`src/rtl/bp_me_stream_pump_in.sv`:
```
// bp_me_stream_pump_in: turns an incoming stream message into per-beat FSM beats with a held header, wrapped address and beat count.
// Header layout: {msg_type[3:0], size[2:0], addr[paddr_width_p-1:0]}, where a message carries 1<<size bytes.
module bp_me_stream_pump_in #(
  parameter int paddr_width_p = 40,
  parameter int stream_data_width_p = 64,
  parameter int block_width_p = 512,
  parameter logic [15:0] mem_stream_mask_p = '0,
  parameter logic [15:0] fsm_stream_mask_p = mem_stream_mask_p,
  localparam int header_width_lp = paddr_width_p + 7,
  localparam int stream_words_lp = block_width_p / stream_data_width_p,
  localparam int data_len_width_lp = stream_words_lp > 1 ? $clog2(stream_words_lp) : 1,
  localparam int stream_offset_width_lp = stream_data_width_p > 8 ? $clog2(stream_data_width_p / 8) : 1
) (
  input  logic                           clk_i,
  input  logic                           reset_i,
  input  logic [header_width_lp-1:0]     mem_header_i,
  input  logic [stream_data_width_p-1:0] mem_data_i,
  input  logic                           mem_v_i,
  input  logic                           mem_last_i,
  output logic                           mem_ready_and_o,
  output logic [header_width_lp-1:0]     fsm_base_header_o,
  output logic [paddr_width_p-1:0]       fsm_addr_o,
  output logic [stream_data_width_p-1:0] fsm_data_o,
  output logic                           fsm_v_o,
  input  logic                           fsm_ready_and_i,
  output logic [data_len_width_lp-1:0]   fsm_cnt_o,
  output logic                           fsm_new_o,
  output logic                           fsm_last_o,
  output logic                           stream_done_o
);
  typedef logic [data_len_width_lp-1:0] cnt_t;
  localparam bit single_lp = stream_words_lp == 1;
  logic streaming_q, streaming_d;
  cnt_t cnt_q, cnt_d;
  logic [header_width_lp-1:0] header_q, header_d;
  logic [paddr_width_p-1:0] addr;
  logic [2:0] size;
  logic [3:0] msg_type;
  cnt_t num_stream, first_cnt, last_cnt, cnt;
  logic fsm_stream, mem_stream, mem_only, fsm_only, advance, mem_last_beat;
  always_comb begin
    fsm_base_header_o = streaming_q ? header_q : mem_header_i;
    addr = fsm_base_header_o[paddr_width_p-1:0];
    size = fsm_base_header_o[paddr_width_p+:3];
    msg_type = fsm_base_header_o[paddr_width_p+3+:4];
    num_stream = (single_lp || 32'(size) <= 32'(stream_offset_width_lp)) ? '0
               : cnt_t'((32'd1 << (32'(size) - 32'(stream_offset_width_lp))) - 32'd1);
    first_cnt = addr[stream_offset_width_lp+:data_len_width_lp];
    last_cnt = first_cnt + num_stream;
    fsm_stream = fsm_stream_mask_p[msg_type] && first_cnt != last_cnt;
    mem_stream = mem_stream_mask_p[msg_type] && first_cnt != last_cnt;
    mem_only = mem_stream && !fsm_stream;
    fsm_only = fsm_stream && !mem_stream;
    cnt = streaming_q ? cnt_q : first_cnt;
    fsm_cnt_o = cnt;
    fsm_new_o = !streaming_q;
    fsm_last_o = cnt == last_cnt || !(fsm_stream || mem_stream);
    fsm_data_o = mem_data_i;
    // N:1 swallows every mem beat but the last; 1:N holds its single mem beat until the last FSM beat
    fsm_v_o = mem_v_i && (!mem_only || fsm_last_o);
    mem_ready_and_o = (mem_only && !fsm_last_o) || (fsm_only ? fsm_ready_and_i && fsm_last_o : fsm_ready_and_i);
    fsm_addr_o = addr;
    fsm_addr_o[stream_offset_width_lp+:data_len_width_lp] = mem_only ? first_cnt
                                                          : (first_cnt & ~num_stream) | (cnt & num_stream);
    stream_done_o = fsm_v_o && fsm_ready_and_i && fsm_last_o;
    advance = fsm_only ? fsm_v_o && fsm_ready_and_i : mem_v_i && mem_ready_and_o;
    mem_last_beat = !mem_stream || fsm_last_o;
    streaming_d = !stream_done_o && (streaming_q || advance);
    cnt_d = (stream_done_o || single_lp) ? '0 : advance ? cnt + 1'b1 : cnt_q;
    header_d = (advance && !streaming_q) ? mem_header_i : header_q;
  end
  always_ff @(posedge clk_i or posedge reset_i) begin
    if (reset_i) begin
      streaming_q <= 1'b0;
      cnt_q <= '0;
      header_q <= '0;
    end else begin
      streaming_q <= streaming_d;
      cnt_q <= cnt_d;
      header_q <= header_d;
    end
  end
  assert property (@(posedge clk_i) disable iff (reset_i) (mem_v_i && mem_ready_and_o) |-> (mem_last_i == mem_last_beat));
endmodule

```
`config.mk`:
```
export PLATFORM = sky130hd
export DESIGN_NAME = bp_me_stream_pump_in
export DESIGN_NICKNAME = d
export VERILOG_FILES = /design/src/rtl/bp_me_stream_pump_in.sv
export SDC_FILE = /design/constraint.sdc
export NUM_CORES = 1
export LEC_CHECK = 0
export BUFFER_PORTS_ARGS = -buffer_cell sky130_fd_sc_hd__buf_2
export CAP_MARGIN = 20
export CELL_PAD_IN_SITES_DETAIL_PLACEMENT = 0
export CELL_PAD_IN_SITES_GLOBAL_PLACEMENT = 1
export CORE_MARGIN = 2
export CORE_UTILIZATION = 31
export DETAILED_ROUTE_END_ITERATION = 16
export HOLD_SLACK_MARGIN = 0.12
export PLACE_DENSITY_LB_ADDON = 0.1
export SYNTH_ARGS = -nofsm -noshare
export SYNTH_HDL_FRONTEND = slang
export SYNTH_SLANG_ARGS = --single-unit
```
`constraint.sdc`:
```
create_clock -name clk_i -period 3.5 [get_ports clk_i]
set_input_delay 0.175 -clock clk_i [delete_from_list [all_inputs] [get_ports clk_i]]
set_output_delay 0.175 -clock clk_i [all_outputs]
set_load 0.01 [all_outputs]
```
==> flow_metrics.env, run 1 <==
export IMPL_p_per_area_nw_per_um2=364
export IMPL_slew_headroom_pct=55.2
export IMPL_crit_chain="buf_4, mux2_2, o21ai_2, mux2_2, buf_2"
export IMPL_fin_cells=514
export IMPL_hold_viol=0
export IMPL_ys_ff_latch=51
export IMPL_leakagePower_nw=2.03
export IMPL_critPathArrivalTime_ps=2220
export IMPL_grt_max_degree=28
export IMPL_insertion_delay_ps=300
export IMPL_diodes=0
export IMPL_wire_per_inst_um=13.5
export IMPL_max_freq_ghz=0.417
export IMPL_drc=0
export IMPL_wl_met1_mm=2.94
export IMPL_dr_max_layer_used="met4"
export IMPL_grt_first_pass_wirelength_mm=10.3
export IMPL_pin_count=275
export IMPL_synth_warnings=0
export IMPL_dp_hpwl_mm=4.95
export IMPL_status="completed"
export IMPL_r2r_setup_slack_ps=1470
export IMPL_cts_max_path_buffers=2
export IMPL_hold_path_depth=2
export IMPL_ys_seq_area_share_pct=36.9
export IMPL_holdPathEnd="header_q[28]$_DFFE_PP0P_"
export IMPL_cp_slowest_stage_delay_ps=550
export IMPL_setup_viol=0
export IMPL_synth_area_um2=3460
export IMPL_place_congestion=0.677
export IMPL_drive_gt1_share_pct=68.2
export IMPL_grt_overflow_total=0
export IMPL_worstSetupPathType="reg2out"
export IMPL_crit_fanout=24
export IMPL_peakVddDrop_v=0.000160
export IMPL_regArea_um2=1280
export IMPL_end_kind="primary output"
export IMPL_hp_start="mem_header_i[28]"
export IMPL_tightest_slew_ps=671
export IMPL_post_route_period_util_pct=68.5
export IMPL_rr_startpoint="streaming_q$_DFF_PP0_"
export IMPL_initial_core_util_pct=31.8
export IMPL_fin_crit_ps=2400
export IMPL_die_h_um=110
export IMPL_drt_pass1_iterations=3
export IMPL_worstSetupStartpointType="flop"
export IMPL_post_cts_buffers=0
export IMPL_avgSynthCellArea_um2=12.0
export IMPL_rsz0062_at_grt="false"
export IMPL_cts_tree="done"
export IMPL_core_um2=10900
export IMPL_area_growth_pct=18.2
export IMPL_synth_cell_types=16
export IMPL_max_cap_viol_count=0
export IMPL_nets=490
export IMPL_multiInputGateArea_um2=1300
export IMPL_die_area_um2=12000
export IMPL_tns_ps=0
export IMPL_portBuffers=144
export IMPL_utilization_pct=37.6
export IMPL_grt_use_total_pct=11.1
export IMPL_fp_dieW_um=110
export IMPL_slew_viol_final=0
export IMPL_crit_top_cell="mux2_2"
export IMPL_antenna_found_initial=0
export IMPL_slowest_stage="dfrtp_2"
export IMPL_met2_length_mm=3.23
export IMPL_viasPerCell=4.29
export IMPL_min_path_type="in2reg"
export IMPL_clk_pin_slew_ps=90
export IMPL_ant_nets=0
export IMPL_rr_worst_depth=4
export IMPL_place_inst=461
export IMPL_dr_wl_met3_um=553
export IMPL_routed_wl_mm=6.96
export IMPL_cts_buffers=5
export IMPL_finClkSkew_ps=10.4
export IMPL_synth_net_count=405
export IMPL_cts_sinks=51
export IMPL_synthCells=288
export IMPL_crit_required_ps=3320
export IMPL_route_vias_total=2205
export IMPL_r2r_end="header_q[42]$_DFFE_PP0P_"
export IMPL_grt_pass1_vias=2067
export IMPL_rows=38
export IMPL_dr_first_iter_drc_count=22
export IMPL_fill_cells=1093
export IMPL_htreeDepth=2
export IMPL_root_buffer="clkbuf_8"
==> cell families after synthesis <==
kind of cell             count (synthesis)  synth area share, %
other                                    1                0.108
multiplexers                            94                 33.8
buffers and inverters                  118                 25.6
AO/OA/AOI/OAI                            1                0.253
adder cells (fa/ha/maj)                  1                0.361
AND/OR/NAND/NOR                         22                 3.00
flip-flops                              51                 36.9
==> timing repair <==
| item | 4_1_cts | 5_1_grt |
|---|---|---|
| gates resized for setup | 0 | 0 |
| hold buffers | 42 | 3 |
| hold endpoints to repair | 66 | 3 |
==> how the worst max path moves through the flow <==
stage                    end                   from
2_1_floorplan  fsm_addr_o[4]  streaming_q$_DFF_PP0_
3_3_place_gp   fsm_addr_o[4]  streaming_q$_DFF_PP0_
3_5_place_dp   fsm_addr_o[4]  streaming_q$_DFF_PP0_
4_1_cts        fsm_addr_o[4]  streaming_q$_DFF_PP0_
5_1_grt        fsm_addr_o[4]  streaming_q$_DFF_PP0_
6_report       fsm_addr_o[4]  streaming_q$_DFF_PP0_
==> layout make-up <==
cell class | count | area share [%]
well taps | 140 | 4.28
repair buffers | 193 | 29.7
clock buffers | 5 | 1.68
flip-flops and latches | 51 | 31.2
clock inverters | 3 | 1.07
inverters | 3 | 0.306
multi-input cells | 119 | 31.8
==> flip-flops by register name, indices dropped and copies added, names as in the netlist <==
signal,cells
cnt_q,3
header_q,47
streaming_q,1
==> synthesized netlist by cell type, drive strengths merged <==
cell type | count | area share (%)
clkinv | 1 | 0.14
conb | 1 | 0.11
nand3 | 1 | 0.29
buf | 115 | 25
nand2b | 3 | 0.54
ha | 1 | 0.36
mux2 | 94 | 34
dfrtp | 51 | 37
nor2 | 1 | 0.11
and2 | 3 | 0.54
inv | 2 | 0.22
o21ai | 1 | 0.25
nand2 | 14 | 1.5
==> layer usage <==
layer  up-vias  global-route usage [%]
met4         0                    5.88
met2       109                    18.2
met1      1041                    13.4
met3        31                    2.67
met5         -                       0
li1       1024                       -
==> cell usage in the layout (no fill, tap or decap) <==
cell,Yosys,layout
mux2_2,64,64
buf_4,106,3
dfrtp_2,0,1
dlygate4sd3_1,0,45
clkbuf_8,0,5
conb_1,1,1
inv_1,2,1
ha_1,1,1
nor2_1,1,1
dfrtp_1,51,50
nand2_1,14,14
o21ai_2,1,1
and2_1,3,3
inv_2,0,1
clkinv_4,0,1
buf_12,0,1
mux2_4,30,30
clkinv_2,1,2
nand2b_1,3,3
nand3_2,1,1
buf_2,4,144
bufinv_16,0,1
==> through the flow <==
| stage | hold WS [ps] | setup WS, ps | area (um^2) | power, mW |
|---|---|---|---|---|
| floorplan | 324 | 1350 | 3460 | 1.04 |
| global placement | 286 | 1380 | 3530 | 1.05 |
| detailed placement | 284 | 1380 | 3530 | 1.05 |
| CTS | 121 | 1020 | 4060 | 1.52 |
| global route | 120 | 960 | 4090 | 1.59 |
| finish | 133 | 1100 | 4090 | 1.49 |
==> worst max-delay path: cells and delay by family, from the launching register on <==
kind / cells / cell delay, ps
compound gates: 1 / 80
buf+inv: 2 / 520
flops: 1 / 550
mux: 2 / 780
==> where the power goes <==
| part | internal [mW] | switching (mW) | total [mW] |
|---|---|---|---|
| clock network | 0.213 | 0.199 | 0.412 |
| logic | 0.223 | 0.137 | 0.361 |
| registers | 0.676 | 0.0403 | 0.717 |
| total | 1.11 | 0.377 | 1.49 |
(Power assumes the default switching activity.)
==> run 2, diff against run 1 <==
- CORE_UTILIZATION: 31 -> 26
- clock period: 3.5 -> 2.1 ns (I/O delays scaled with it)
==> flow_metrics.env, run 2 (synthesis results as in run 1) <==
export IMPL_final_cell_mix="144 x buf_2, 62 x mux2_2, 50 x dfrtp_1"
export IMPL_dr_first_iter_drc_count=61
export IMPL_end_kind="primary output"
export IMPL_fin_crit_ps=2010
export IMPL_drc=0
export IMPL_portBuffers=144
export IMPL_cts_tree="done"
export IMPL_grt_first_pass_wirelength_mm=11.4
export IMPL_busiest_layer="met2"
export IMPL_slew_headroom_pct=62.3
export IMPL_grt_pass1_vias=2204
export IMPL_post_route_period_util_pct=95.9
export IMPL_drive_gt1_share_pct=67.9
export IMPL_p_per_area_nw_per_um2=627
export IMPL_holdPathEnd="streaming_q$_DFF_PP0_"
export IMPL_crit_fanout=4
export IMPL_viasPerCell=3.99
export IMPL_p_clk_share_pct=32.4
export IMPL_largest_reg_flops=47
export IMPL_cts_max_path_buffers=2
export IMPL_layout_commonest_cell="buf_2"
export IMPL_max_cap_viol_count=0
export IMPL_layout_setup_ws_ps=85.2
export IMPL_worstSetupStartpointType="flop"
export IMPL_r2r_end="header_q[16]$_DFFE_PP0P_"
export IMPL_core_um2=13100
export IMPL_crit_required_ps=2000
export IMPL_hp_start="fsm_ready_and_i"
export IMPL_htreeDepth=2
export IMPL_nets=496
export IMPL_dp_hpwl_mm=5.03
export IMPL_power_switching_mw=0.664
export IMPL_pin_count=275
export IMPL_worstSetupPathType="reg2out"
export IMPL_die_area_um2=14200
export IMPL_r2r_setup_slack_ps=400
export IMPL_critPathArrivalTime_ps=1910
export IMPL_cts_sinks=51
export IMPL_drt_pass1_iterations=3
export IMPL_leakagePower_nw=2.10
export IMPL_fin_cells=556
export IMPL_max_freq_ghz=0.496
export IMPL_insertion_delay_ps=290
export IMPL_root_buffer="clkbuf_16"
export IMPL_min_path_type="in2reg"
export IMPL_comb_power_share_pct=23.0
export IMPL_internal_power_mw=2.02
export IMPL_tightest_slew_ps=565
export IMPL_die_h_um=119
export IMPL_clk_pin_slew_ps=70
export IMPL_setup_viol=0
export IMPL_fill_cells=1359
export IMPL_hold_path_depth=4
export IMPL_cts_buffers=5
export IMPL_tns_ps=0
export IMPL_rows=42
export IMPL_preCtsSetupSlack_ps=247
export IMPL_met1_usage_pct=12.2
export IMPL_hold_viol=0
export IMPL_place_congestion=0.621
export IMPL_status="completed"
export IMPL_met2_usage_pct=17.5
export IMPL_seq_power_share_pct=44.6
export IMPL_initial_core_util_pct=26.3
export IMPL_slew_viol_final=0
export IMPL_grt_util_met3_pct=3.07
export IMPL_area_growth_pct=23.8
export IMPL_grt_max_degree=30
export IMPL_ant_nets=0
export IMPL_wire_per_inst_um=13.3
export IMPL_startpoint="streaming_q$_DFF_PP0_"
export IMPL_place_inst=498
export IMPL_antenna_found_initial=0
export IMPL_peakVddDrop_v=0.000302
export IMPL_top_register="header_q"
export IMPL_finClkSkew_ps=6.26
export IMPL_rr_worst_depth=5
export IMPL_p_sw_share_pct=24.7
export IMPL_route_vias_total=2217
export IMPL_grt_use_total_pct=10.3
export IMPL_rsz0062_at_grt="false"
export IMPL_grt_overflow_total=0
export IMPL_diodes=0
export IMPL_rr_startpoint="streaming_q$_DFF_PP0_"
export IMPL_routed_wl_mm=7.37
export IMPL_top_regs="header_q (47), cnt_q (3), streaming_q (1)"
export IMPL_fp_dieW_um=119
## run 2: cell count changes in the layout (fill, tap and decap cells not counted), sizes merged
cell / change
buf: +3
bufinv: -1
clkbuf: +3
clkinv: -2
dlygate4sd3: +3
## run 2: timing repair
| action | CTS | global route |
|---|---|---|
| hold buffers | 48 | 0 |
| setup buffers | 1 | 1 |
| gates cloned | 0 | 0 |
| gates resized for setup | 2 | 3 |
| endpoints found under the hold margin | 69 | 0 |
| setup endpoints to repair | 47 | 47 |
## run 2: cell type report
| class | count | area (um^2) | share of cell area (%) |
|---|---|---|---|
| multi-input cells | 119 | 1320 | 30.8 |
| repair buffers | 199 | 1300 | 30.3 |
| flip-flops and latches | 51 | 1280 | 29.8 |
| well taps | 176 | 220 | 5.14 |
| clock buffers | 8 | 156 | 3.65 |
| inverters | 3 | 12.5 | 0.292 |
## run 2: power by group through the flow
stage | Clock (mW) | Sequential [mW] | Combinational [mW]
4_1_cts | 0.921 | 1.20 | 0.627
5_1_grt | 0.952 | 1.22 | 0.676
2_1_floorplan | 0 | 1.19 | 0.545
6_report | 0.870 | 1.20 | 0.619
3_3_place_gp | 0 | 1.21 | 0.554
3_5_place_dp | 0 | 1.21 | 0.554
## run 2: worst max path at each step
stage,endpoint,slack [ps],cells past startpoint
after floorplan,fsm_addr_o[4],20,7
after global placement,fsm_base_header_o[7],230,4
after detailed placement,fsm_addr_o[8],250,4
after CTS,fsm_addr_o[4],0.7,5
after global routing,fsm_addr_o[4],40,5
final,fsm_addr_o[4],90,5
## run 2: layer usage
metal | wire, um | vias up
li1 | - | 1028
met1 | 3020 | 1073
met2 | 3700 | 107
met3 | 555 | 9
met4 | 91 | 0
met5 | 0 | -
## run 2: critical path: stages, from the launching register on
cell and delay [ps]:
dfrtp_2 450, mux2_4 330, ha_4 240, o21ai_2 130, mux2_2 340, buf_2 140
## run 2: stage by stage
step           utilization, %  hold slack (ps)  area, um^2  power [mW]
2_1_floorplan               -              254        3460        1.74
3_3_place_gp             27.4              210        3610        1.76
3_5_place_dp             27.4              196        3610        1.77
4_1_cts                  32.4              202        4260        2.74
5_1_grt                  32.6              210        4290        2.85
6_report                 32.6              203        4290        2.69
==> run 3, diff against run 2 <==
- SETUP_SLACK_MARGIN: unset -> 0.3
==> flow_metrics.env, run 3 (synthesis results as in run 1) <==
export IMPL_area_growth_pct=28.5
export IMPL_status="completed"
export IMPL_nets=508
export IMPL_initial_core_util_pct=26.3
export IMPL_preCtsSetupSlack_ps=237
export IMPL_cp_slowest_stage_delay_ps=450
export IMPL_fin_crit_ps=1990
export IMPL_wire_per_inst_um=13.8
export IMPL_htreeDepth=2
export IMPL_end_kind="primary output"
export IMPL_cts_buffers=5
export IMPL_root_buffer="clkbuf_16"
export IMPL_grt_max_degree=50
export IMPL_leakagePower_nw=2.18
export IMPL_slew_viol_final=0
export IMPL_dr_first_iter_drc_count=28
export IMPL_top_regs="header_q (47), cnt_q (3), streaming_q (1)"
export IMPL_final_cell_area_um2=4450
export IMPL_placed_area_um2=3650
export IMPL_route_vias_total=2240
export IMPL_hold_slack_ps=210
export IMPL_rsz0062_at_grt="true"
export IMPL_hold_viol=0
export IMPL_layout_commonest_cell="buf_2"
export IMPL_top_register="header_q"
export IMPL_routed_wl_mm=7.85
export IMPL_r2r_setup_slack_ps=410
export IMPL_fp_dieW_um=119
export IMPL_crit_end="fsm_addr_o[4]"
export IMPL_grt_pass1_vias=2304
export IMPL_min_path_type="in2out"
export IMPL_grt_use_total_pct=10.4
export IMPL_worstSetupPathType="reg2out"
export IMPL_crit_chain="mux2_4, ha_4, o21ai_2, mux2_4, buf_6"
export IMPL_final_cell_mix="143 x buf_2, 60 x mux2_2, 50 x dfrtp_1"
export IMPL_finClkSkew_ps=2.98
export IMPL_total_power_mw=2.64
export IMPL_crit_required_ps=2000
export IMPL_peakVddDrop_v=0.000260
export IMPL_dp_hpwl_mm=5.07
export IMPL_rows=42
export IMPL_largest_reg_flops=47
export IMPL_viasPerCell=3.95
export IMPL_antenna_found_initial=0
export IMPL_p_per_area_nw_per_um2=593
export IMPL_drc=0
export IMPL_startpoint="streaming_q$_DFF_PP0_"
export IMPL_crit_top_cell="mux2_4"
export IMPL_worstSetupStartpointType="flop"
export IMPL_critPathArrivalTime_ps=1890
export IMPL_drt_pass1_iterations=4
export IMPL_die_area_um2=14200
export IMPL_insertion_delay_ps=280
export IMPL_slowest_stage="dfrtp_2"
export IMPL_drive_gt1_share_pct=68.8
export IMPL_grt_first_pass_wirelength_mm=11.9
export IMPL_setup_viol=0
export IMPL_cts_max_path_buffers=2
export IMPL_die_h_um=119
export IMPL_diodes=0
export IMPL_pin_count=275
export IMPL_max_freq_ghz=0.501
export IMPL_max_cap_viol_count=0
export IMPL_cts_tree="done"
export IMPL_grt_overflow_total=0
export IMPL_r2r_end="header_q[31]$_DFFE_PP0P_"
export IMPL_rr_worst_depth=6
export IMPL_crit_fanout=4
export IMPL_clk_pin_slew_ps=70
export IMPL_portBuffers=144
export IMPL_core_um2=13100
export IMPL_cts_sinks=51
export IMPL_place_congestion=0.644
export IMPL_tns_ps=0
export IMPL_layout_setup_ws_ps=105
export IMPL_rr_startpoint="streaming_q$_DFF_PP0_"
export IMPL_ant_nets=0
export IMPL_post_route_period_util_pct=95.0
## run 3: changes by cell type in the layout (fill, tap and decap cells not counted), sizes merged
cell / change
buf: +8
clkbuf: +2
nand3: +1
## run 3: worst max-delay path: cells and delay by family, from the launching register on
family	cells	cell delay (ps)
muxes	2	650
adders and majority gates	1	240
AOI/OAI and AO/OA	1	150
buffers and inverters	1	120
DFF	1	450
## run 3: repair_timing
item                                    CTS  global route
hold buffers                             48             0
endpoints found under the setup margin   43            43
endpoints found under the hold margin    98             0
pin swaps                                 0             1
cloned                                    0             4
resized for setup                         3             3
buffers inserted                          3             6
## run 3: how the worst min path moves through the flow
stage                          from                        to  slack, ps  depth (start not counted)
floorplan           mem_header_i[0]   header_q[0]$_DFFE_PP0P_        250                          1
global placement            reset_i  header_q[21]$_DFFE_PP0P_          9                          2
detailed placement          reset_i  header_q[21]$_DFFE_PP0P_         10                          2
CTS                  mem_data_i[10]            fsm_data_o[10]        210                          0
global route         mem_data_i[19]            fsm_data_o[19]        210                          0
finish               mem_data_i[22]            fsm_data_o[22]        210                          0
## run 3: final cells by class
type	instances	area (um^2)
Fill cell	1341	8690
Timing Repair Buffer	210	1460
Multi-Input combinational cell	120	1350
Sequential cell	51	1280
Tap cell	176	220
Clock buffer	7	133
Inverter	3	12.5
## run 3: through the flow
| stage | cells | utilization (%) |
|---|---|---|
| 2_1_floorplan | 288 | - |
| 3_3_place_gp | 499 | 27.8 |
| 3_5_place_dp | 499 | 27.8 |
| 4_1_cts | 557 | 32.7 |
| 5_1_grt | 567 | 33.8 |
| 6_report | 567 | 33.8 |
## run 3: routing by layer
metal  GRT usage (%)  part of all wire [%]  vias to the layer above
met2            16.5                    44                      118
met4            3.38                   1.2                        0
met1            13.7                    47                     1052
met3            3.07                   7.7                       12
met5               0                     0                        -
li1                -                     -                     1058
## run 3: power by group
group          internal, mW  switching [mW]  leakage, nW
clock                 0.438           0.353       0.0640
sequential             1.13          0.0727        0.606
combinational         0.404           0.240         1.51
